<file path="src/rtl/mux4_rr_arbiter_pkg.sv">
// Shared definitions for the 4-way round-robin mux arbiter.
//   state_t     : arbiter FSM states
//   N_REQ/SEL_W : requester count and mux select width
//   idx2onehot / onehot2idx : grant index <-> one-hot grant vector
package mux4_rr_arbiter_pkg;

  localparam int N_REQ = 4;
  localparam int SEL_W = 2;

  typedef enum logic {
    IDLE  = 1'b0,
    GRANT = 1'b1
  } state_t;

  function automatic logic [N_REQ-1:0] idx2onehot(input logic [SEL_W-1:0] idx);
    return N_REQ'(1) << idx;
  endfunction

  function automatic logic [SEL_W-1:0] onehot2idx(input logic [N_REQ-1:0] oh);
    logic [SEL_W-1:0] idx;
    idx = '0;
    for (int i = 0; i < N_REQ; i++) begin
      if (oh[i]) idx = SEL_W'(i);
    end
    return idx;
  endfunction

endpackage

</file>
<file path="src/rtl/mux4_rr_arbiter_rr_pick4.sv">
// Rotating priority encoder: finds the first set request bit starting at
// ptr and searching ptr+1, ptr+2, ... modulo 4.
//   req   in  [3:0] request vector
//   ptr   in  [1:0] highest-priority position
//   found out       any request set
//   idx   out [1:0] winning requester (ptr when nothing is found)
module rr_pick4
  import mux4_rr_arbiter_pkg::*;
(
  input  logic [N_REQ-1:0] req,
  input  logic [SEL_W-1:0] ptr,
  output logic             found,
  output logic [SEL_W-1:0] idx
);

  logic [SEL_W-1:0] cand;

  always_comb begin
    found = 1'b0;
    idx   = ptr;
    cand  = ptr;
    for (int i = 0; i < N_REQ; i++) begin
      // Two-bit addition wraps naturally, giving the mod-4 search order.
      cand = ptr + SEL_W'(i);
      if (!found && req[cand]) begin
        found = 1'b1;
        idx   = cand;
      end
    end
  end

endmodule

</file>
<file path="src/rtl/mux4_rr_arbiter.sv">
// Round-robin arbiter owning the select lines of a shared 4:1 mux.
//   clk     in       rising-edge clock
//   rst     in       asynchronous active-high reset
//   req     in  [3:0] per-requester request (bit k = mux input ik)
//   done    in  [3:0] release strobe; only the owner's bit is honoured
//   grant   out [3:0] registered one-hot grant, zero when idle
//   sel     out [1:0] registered mux select (sel[1]->s1, sel[0]->s0)
//   busy    out       high while a grant is held
//   timeout out       one-cycle pulse when MAX_HOLD revokes a grant
// Handshake: a requester owns the mux from the cycle its grant bit is seen
// high until the edge where it drops req, pulses done, or reaches MAX_HOLD
// consecutive grant cycles; one idle cycle always separates owners.
// MAX_HOLD = 0 disables the hold limit. HOLD_W must satisfy 2^HOLD_W > MAX_HOLD.
module mux4_rr_arbiter
  import mux4_rr_arbiter_pkg::*;
#(
  parameter int MAX_HOLD = 8,
  parameter int HOLD_W   = 4
) (
  input  logic             clk,
  input  logic             rst,
  input  logic [N_REQ-1:0] req,
  input  logic [N_REQ-1:0] done,
  output logic [N_REQ-1:0] grant,
  output logic [SEL_W-1:0] sel,
  output logic             busy,
  output logic             timeout
);

  localparam logic [HOLD_W-1:0] HOLD_MAX = HOLD_W'(MAX_HOLD);

  state_t            state, state_nxt;
  logic [SEL_W-1:0]  ptr, ptr_nxt;
  logic [HOLD_W-1:0] cnt, cnt_nxt;
  logic [N_REQ-1:0]  grant_nxt;
  logic [SEL_W-1:0]  sel_nxt;
  logic              busy_nxt, timeout_nxt;

  logic              pick_found;
  logic [SEL_W-1:0]  pick_idx;
  logic              rel_done, rel_drop, rel_hold;

  rr_pick4 u_pick (
    .req   (req),
    .ptr   (ptr),
    .found (pick_found),
    .idx   (pick_idx)
  );

  // While in GRANT, sel always holds the owner's index.
  assign rel_done = done[sel];
  assign rel_drop = ~req[sel];
  assign rel_hold = (MAX_HOLD != 0) && (cnt == HOLD_MAX);

  always_ff @(posedge clk or posedge rst) begin
    if (rst) begin
      state   <= IDLE;
      ptr     <= '0;
      cnt     <= '0;
      grant   <= '0;
      sel     <= '0;
      busy    <= 1'b0;
      timeout <= 1'b0;
    end else begin
      state   <= state_nxt;
      ptr     <= ptr_nxt;
      cnt     <= cnt_nxt;
      grant   <= grant_nxt;
      sel     <= sel_nxt;
      busy    <= busy_nxt;
      timeout <= timeout_nxt;
    end
  end

  always_comb begin
    state_nxt   = state;
    ptr_nxt     = ptr;
    cnt_nxt     = cnt;
    grant_nxt   = grant;
    sel_nxt     = sel;
    busy_nxt    = busy;
    timeout_nxt = 1'b0;

    unique case (state)
      IDLE: begin
        grant_nxt = '0;
        busy_nxt  = 1'b0;
        cnt_nxt   = '0;
        // sel is left alone when nobody requests so the mux output is stable.
        if (pick_found) begin
          state_nxt = GRANT;
          grant_nxt = idx2onehot(pick_idx);
          sel_nxt   = pick_idx;
          busy_nxt  = 1'b1;
          cnt_nxt   = HOLD_W'(1);
        end
      end
      GRANT: begin
        if (rel_done || rel_drop || rel_hold) begin
          state_nxt   = IDLE;
          grant_nxt   = '0;
          busy_nxt    = 1'b0;
          ptr_nxt     = sel + SEL_W'(1);
          cnt_nxt     = '0;
          // A voluntary release on the same edge is not reported as a timeout.
          timeout_nxt = rel_hold && !rel_done && !rel_drop;
        end else if (MAX_HOLD == 0) begin
          if (cnt != '1) cnt_nxt = cnt + HOLD_W'(1);
        end else if (cnt != HOLD_MAX) begin
          cnt_nxt = cnt + HOLD_W'(1);
        end
      end
      default: state_nxt = IDLE;
    endcase
  end

endmodule

</file>
<file path="config.mk">
export PLATFORM = sky130hd
export DESIGN_NAME = mux4_rr_arbiter
export DESIGN_NICKNAME = d
export VERILOG_FILES = /design/src/rtl/mux4_rr_arbiter_pkg.sv /design/src/rtl/mux4_rr_arbiter_rr_pick4.sv /design/src/rtl/mux4_rr_arbiter.sv
export SDC_FILE = /design/constraint.sdc
export NUM_CORES = 1
export LEC_CHECK = 0
export ABC_AREA = 0
export ABC_CLOCK_PERIOD_IN_PS = 2100
export BUFFER_PORTS_ARGS = -buffer_cell sky130_fd_sc_hd__buf_2
export CORE_MARGIN = 10
export CORE_UTILIZATION = 50
export DETAILED_ROUTE_END_ITERATION = 16
export MAX_ROUTING_LAYER = met4
export PLACE_DENSITY = 0.8
export SYNTH_ARGS = -nofsm -noshare
export SYNTH_HDL_FRONTEND = slang
export SYNTH_SLANG_ARGS = --single-unit
</file>
<file path="constraint.sdc">
create_clock -name clk -period 2.1 [get_ports clk]
set_input_delay 0.105 -clock clk [delete_from_list [all_inputs] [get_ports clk]]
set_output_delay 0.105 -clock clk [all_outputs]
set_load 0.05 [all_outputs]
</file>
==> results of run 1 <==
tightest hold or removal path, stage by stage:
cell	delay, ps
buf_2	120
o31a_1	200
o21ai_0	90
state kept, by name (all words and copies together) (netlist names):
name	cells
timeout	1
sel	2
state	1
grant	4
ptr	2
busy	1
cnt	4
cells in the mapped netlist, types with 3 or more instances:
cell type	number
dfrtp_1	15
nor2b_1	6
inv_1	5
nor2_1	5
nand2_1	4
o21ai_0	4
a21o_1	3
a21oi_1	3
kinds of logic after synthesis:
group	after synthesis	share of synthesized area (%)
buf+inv	6	3.903
mux	3	5.691
flops	15	48.78
compound gates	20	19.35
xor+xnor	3	3.415
simple gates	22	15.61
fa+ha+maj	2	3.252
layer usage:
metal  up-vias  share of wire, %  GRT usage (%)
met2        17                44          16.20
li1        294                 -              -
met3         4               4.4          2.361
met4         0               2.1          6.230
met5         -                 0              -
met1       290                50          13.50
area by class of cell:
class | count | area, sq um
sequential | 15 | 375.4
inverter | 5 | 18.77
tap | 16 | 20.02
timing repair buffer | 18 | 95.09
multi-input combinational | 50 | 364.1
clock buffer | 3 | 22.52
fill | 131 | 588.1
clock inverter | 1 | 5.005
metrics by stage:
stage,worst slack (ps),utilization (%)
2_1_floorplan,167.2,-
3_3_place_gp,499.7,57.98
3_5_place_dp,450.3,57.98
4_1_cts,437.5,60.50
5_1_grt,363.1,60.50
6_report,447.5,60.50
power breakdown:
group / leakage, nW / internal [mW] / switching [mW] / total (mW)
Sequential: 0.192 / 0.396 / 0.104 / 0.500
Clock: 0.0177 / 0.0707 / 0.0964 / 0.167
Combinational: 0.242 / 0.227 / 0.420 / 0.647
Total: 0.452 / 0.694 / 0.620 / 1.31
timing repair:
item                                    4_1_cts  5_1_grt
hold endpoints to repair                     15        0
resized for setup                             0        0
hold buffers                                  1        0
endpoints found under the setup margin        0        0
how the worst max path moves through the flow:
| stage | from | end | slack, ps | cells past startpoint |
|---|---|---|---|---|
| after floorplan | sel[1] | ptr[1] | 170 | 3 |
| after global placement | sel[1] | ptr[1] | 500 | 3 |
| after detailed placement | sel[1] | ptr[1] | 450 | 3 |
| after CTS | sel[1] | ptr[1] | 440 | 3 |
| after global routing | sel[1] | ptr[1] | 360 | 3 |
| final | sel[1] | ptr[1] | 450 | 3 |
==> results.json, run 1 <==
{
  "path_max_fanout": 4,
  "start_kind": "register",
  "htreeDepth": 1,
  "grt_overflow": 0,
  "holdPathEnd": "sel[1]",
  "antenna_left": 0,
  "peakVddDrop_mv": 0.9669,
  "globalplace.congestion": 0.8148,
  "portBuffers": 17,
  "crit_family": "multiplexers",
  "synth_cell_types": 28,
  "cp_cell_sequence": "mux4_2 > a21boi_2 > mux2_2",
  "wire_per_inst_microns": 15.26,
  "wl_microns": 1648,
  "ios": 18,
  "cts_sinks": 15,
  "yosys_most_used_dff": "dfrtp_1",
  "fin_nets": 105,
  "dp_hpwl_microns": 1318,
  "synth.avg_cell_area_sq_um": 10.84,
  "finalHoldViolations": 0,
  "coreArea_sq_mm": 0.001489,
  "yosys_warnings": 0,
  "syn_area_sq_um": 769.5,
  "clk_latency_ps": 280,
  "placed_cells": 103,
  "crit_arrival_ps": 1830,
  "drive_gt1_share_pct": 28.26,
  "viasPerCell": 5.602,
  "cts_buffer_depth": 2,
  "cpMaxStageDelayCell": "mux4_2",
  "drtIter0Drc": 7,
  "rsz0062_at_grt": "no",
  "clock_skew_ps": 5.334,
  "fp.dieH_microns": 59.23,
  "period_share_pct": 78.69,
  "tns_ps": 0,
  "ys_seq_area_share_pct": 48.78,
  "min_period_ps": 1653,
  "design_area_sq_um": 900.9,
  "num_rows": 14,
  "total_power_mw": 1.314,
  "setup_viol": 0,
  "placed_cell_area_sq_um": 863.3,
  "timing.hold.ws_ps": 276.1,
  "p_leak_nw": 0.4516,
  "p_per_area_mw_per_mm2": 1459,
  "clk_pin_slew_ps": 90,
  "timing.reg2reg.setup_slack_ps": 450,
  "dieArea_sq_mm": 0.003508,
  "area_growth_pct": 17.07,
  "crit_buf_inv": 0,
  "drt-pass1-iter-count": 4,
  "yosys.area.top_type": "dfrtp_1",
  "cts_setup_buffers": 0,
  "final_common_cell": "buf_2",
  "syn_nets": 83,
  "die_w_microns": 59.23,
  "grt_max_degree": 16,
  "cts-root-buf": "clkbuf_4",
  "r2r-end": "ptr[1]",
  "hp-start": "req[1]",
  "worst_ep_required_time_ps": 2270,
  "num_antenna_cells": 0,
  "fin_cells": 108,
  "min-delay-path-class": "in -> reg",
  "cts_tree": "done",
  "status": "finished clean",
  "max_freq_ghz": 0.6051,
  "synth_cells": 71,
  "ys_async_sr_fraction_pct": 100.0,
  "num_vias": 605,
  "grt_util_all_layers_pct": 11.01,
  "cpPeakStageDelay_ps": 580,
  "grt_pass1_vias": 649,
  "worst_pin_slew_ps": 550.9,
  "drv_cap": 0,
  "most-common-layout-cells": "17 x buf_2, 15 x dfrtp_1, 6 x nor2b_1",
  "worstReg2RegStart": "sel[1]",
  "crit_path_end_kind": "register",
  "ys_top_cells_by_area": "dfrtp_1 49%, nor2b_1 4.9%, ha_1 3.3%",
  "cts_buffers": 3,
  "drv_slew": 0,
  "relSlewSlack_pct": 63.23,
  "worstSetupPathType": "reg -> reg",
  "hold_depth": 3,
  "reg2reg_depth": 3,
  "synth_edf_count": 0,
  "antenna_found_initial": 0,
  "synth_top_area_share_pct": 48.78,
  "start_util_pct": 51.68,
  "yosys_register_bits": 15,
  "grt_pass1_wl_microns": 2884,
  "drc": 0
}
(Power assumes the default switching activity.)
==> run 2: changes to the inputs <==
--- a/config.mk
+++ b/config.mk
@@ -6,13 +6,13 @@
 export NUM_CORES = 1
 export LEC_CHECK = 0
 export ABC_AREA = 0
-export ABC_CLOCK_PERIOD_IN_PS = 2100
+export ABC_CLOCK_PERIOD_IN_PS = 1500
 export BUFFER_PORTS_ARGS = -buffer_cell sky130_fd_sc_hd__buf_2
 export CORE_MARGIN = 10
-export CORE_UTILIZATION = 50
+export CORE_UTILIZATION = 46
 export DETAILED_ROUTE_END_ITERATION = 16
 export MAX_ROUTING_LAYER = met4
-export PLACE_DENSITY = 0.8
+export PLACE_DENSITY = 0.78
 export SYNTH_ARGS = -nofsm -noshare
 export SYNTH_HDL_FRONTEND = slang
 export SYNTH_SLANG_ARGS = --single-unit
==> constraint.sdc (replaced) <==
create_clock -name clk -period 1.5 [get_ports clk]
set_input_delay 0.075 -clock clk [delete_from_list [all_inputs] [get_ports clk]]
set_output_delay 0.075 -clock clk [all_outputs]
set_load 0.05 [all_outputs]
==> results.json, run 2 (synthesis gave the netlist of run 1 again) <==
{
  "drt-pass1-iter-count": 6,
  "placed_cell_area_sq_um": 920.9,
  "dieArea_sq_mm": 0.003709,
  "antenna_found_initial": 0,
  "htreeDepth": 1,
  "fin_nets": 112,
  "peakVddDrop_mv": 1.477,
  "fin_cells": 115,
  "cp_cell_sequence": "mux4_2 > a21boi_2 > mux2_4",
  "antenna_left": 0,
  "wl_microns": 1776,
  "cts_tree": "done",
  "worst_pin_slew_ps": 562.9,
  "grt_overflow": 0,
  "fp.dieH_microns": 60.90,
  "clk_pin_slew_ps": 100,
  "ios": 18,
  "design_area_sq_um": 957.2,
  "setup_viol": 1,
  "p_leak_nw": 0.4862,
  "grt_pass1_vias": 669,
  "portBuffers": 17,
  "pre_cts_slack_ps": -1.161,
  "timing.reg2reg.setup_slack_ps": -9,
  "placed_cells": 110,
  "p_per_area_mw_per_mm2": 2082,
  "crit_path_end_kind": "register",
  "rsz0062_at_grt": "yes",
  "clk_latency_ps": 290,
  "num_rows": 14,
  "path_max_fanout": 3,
  "cts_buffer_depth": 2,
  "r2r-end": "ptr[1]",
  "clock_skew_ps": 5.347,
  "crit_arrival_ps": 1690,
  "start_util_pct": 49.92,
  "min-delay-path-class": "in -> reg",
  "grt_pass1_wl_microns": 2891,
  "final_common_cell": "buf_2",
  "timing.hold.ws_ps": 218.1,
  "worst_ep_required_time_ps": 1690,
  "worstReg2RegStart": "sel[1]",
  "tns_ps": -8.555,
  "drive_gt1_share_pct": 33.33,
  "viasPerCell": 5.400,
  "start_kind": "register",
  "worstSetupPathType": "reg -> reg",
  "cts-root-buf": "clkbuf_4",
  "startpoint": "sel[1]",
  "grt_max_degree": 16,
  "coreArea_sq_mm": 0.001541,
  "violations": "setup timing",
  "cpMaxStageDelayCell": "mux4_2",
  "status": "complete, but fails checks",
  "most-common-layout-cells": "17 x buf_2, 14 x dfrtp_1, 7 x buf_4",
  "drc": 0,
  "cts_buffers": 3,
  "relSlewSlack_pct": 62.43,
  "num_antenna_cells": 0,
  "dp_hpwl_microns": 1422,
  "drv_cap": 0,
  "die_w_microns": 60.90,
  "cts_sinks": 15,
  "area_growth_pct": 24.39,
  "grt_util_all_layers_pct": 10.35,
  "final.setup.worst_slack_ps": -8.555,
  "cpPeakStageDelay_ps": 540,
  "finalHoldViolations": 0,
  "drtIter0Drc": 14,
  "globalplace.congestion": 0.8105,
  "crit_end": "ptr[1]",
  "min_period_ps": 1509,
  "reg2reg_depth": 3,
  "reg_top3": "cnt x4, grant x4",
  "num_vias": 621,
  "max_freq_ghz": 0.6629,
  "period_share_pct": 100.6,
  "cts_setup_buffers": 0,
  "drv_slew": 0,
  "wire_per_inst_microns": 15.44
}
## run 2: changes by cell type in the layout (fill, tap and decap cells not counted), sizes merged
cell,previous run,this run
buf,17,24
clkinv,1,0
clkbuf,3,4
## run 2: per-layer routing
| layer | share of wire (%) | vias up | GRT usage [%] |
|---|---|---|---|
| met5 | 0 | - | - |
| met4 | 2.3 | 0 | 2.821 |
| met3 | 5.2 | 5 | 2.714 |
| met2 | 46 | 18 | 16.30 |
| met1 | 46 | 293 | 12.73 |
| li1 | - | 305 | - |
## run 2: final cells by class
cell class | count | area (sq um)
clock buffer | 4 | 26.28
multi-input combinational | 50 | 367.9
sequential | 15 | 376.6
tap | 16 | 20.02
timing repair buffer | 25 | 147.6
fill | 132 | 584.3
inverter | 5 | 18.77
## run 2: critical path, delay by kind of cell, from the launching register on
family / cells / cell delay, ps
AOI/OAI and AO/OA: 1 / 180
muxes: 2 / 850
DFF: 1 / 380
## run 2: how the worst min path moves through the flow
stage	start	endpoint	slack [ps]	cells past startpoint
after global placement	rst	busy	150	2
after global routing	req[1]	grant[3]	250	3
after floorplan	rst	busy	-20	1
final	req[1]	grant[3]	220	3
after CTS	req[1]	grant[3]	220	3
after detailed placement	rst	busy	160	2
## run 2: metrics by stage
stage               total power [mW]  utilization, %
floorplan                      1.434               -
global placement               1.724           59.74
global route                   2.111           62.09
CTS                            1.999           62.09
detailed placement             1.758           59.74
finish                         1.993           62.09
## run 2: what timing repair did
action / CTS / global route
hold buffers: 1 / 0
pin swaps: 0 / 2
resized for setup: 0 / 0
endpoints found under the hold margin: 15 / 0
endpoints found under the setup margin: 1 / 5
## run 2: power breakdown
group          internal (mW)  switching (mW)
Combinational          0.416           0.665
Sequential             0.557           0.113
Clock                  0.103           0.138
Total                   1.08           0.916
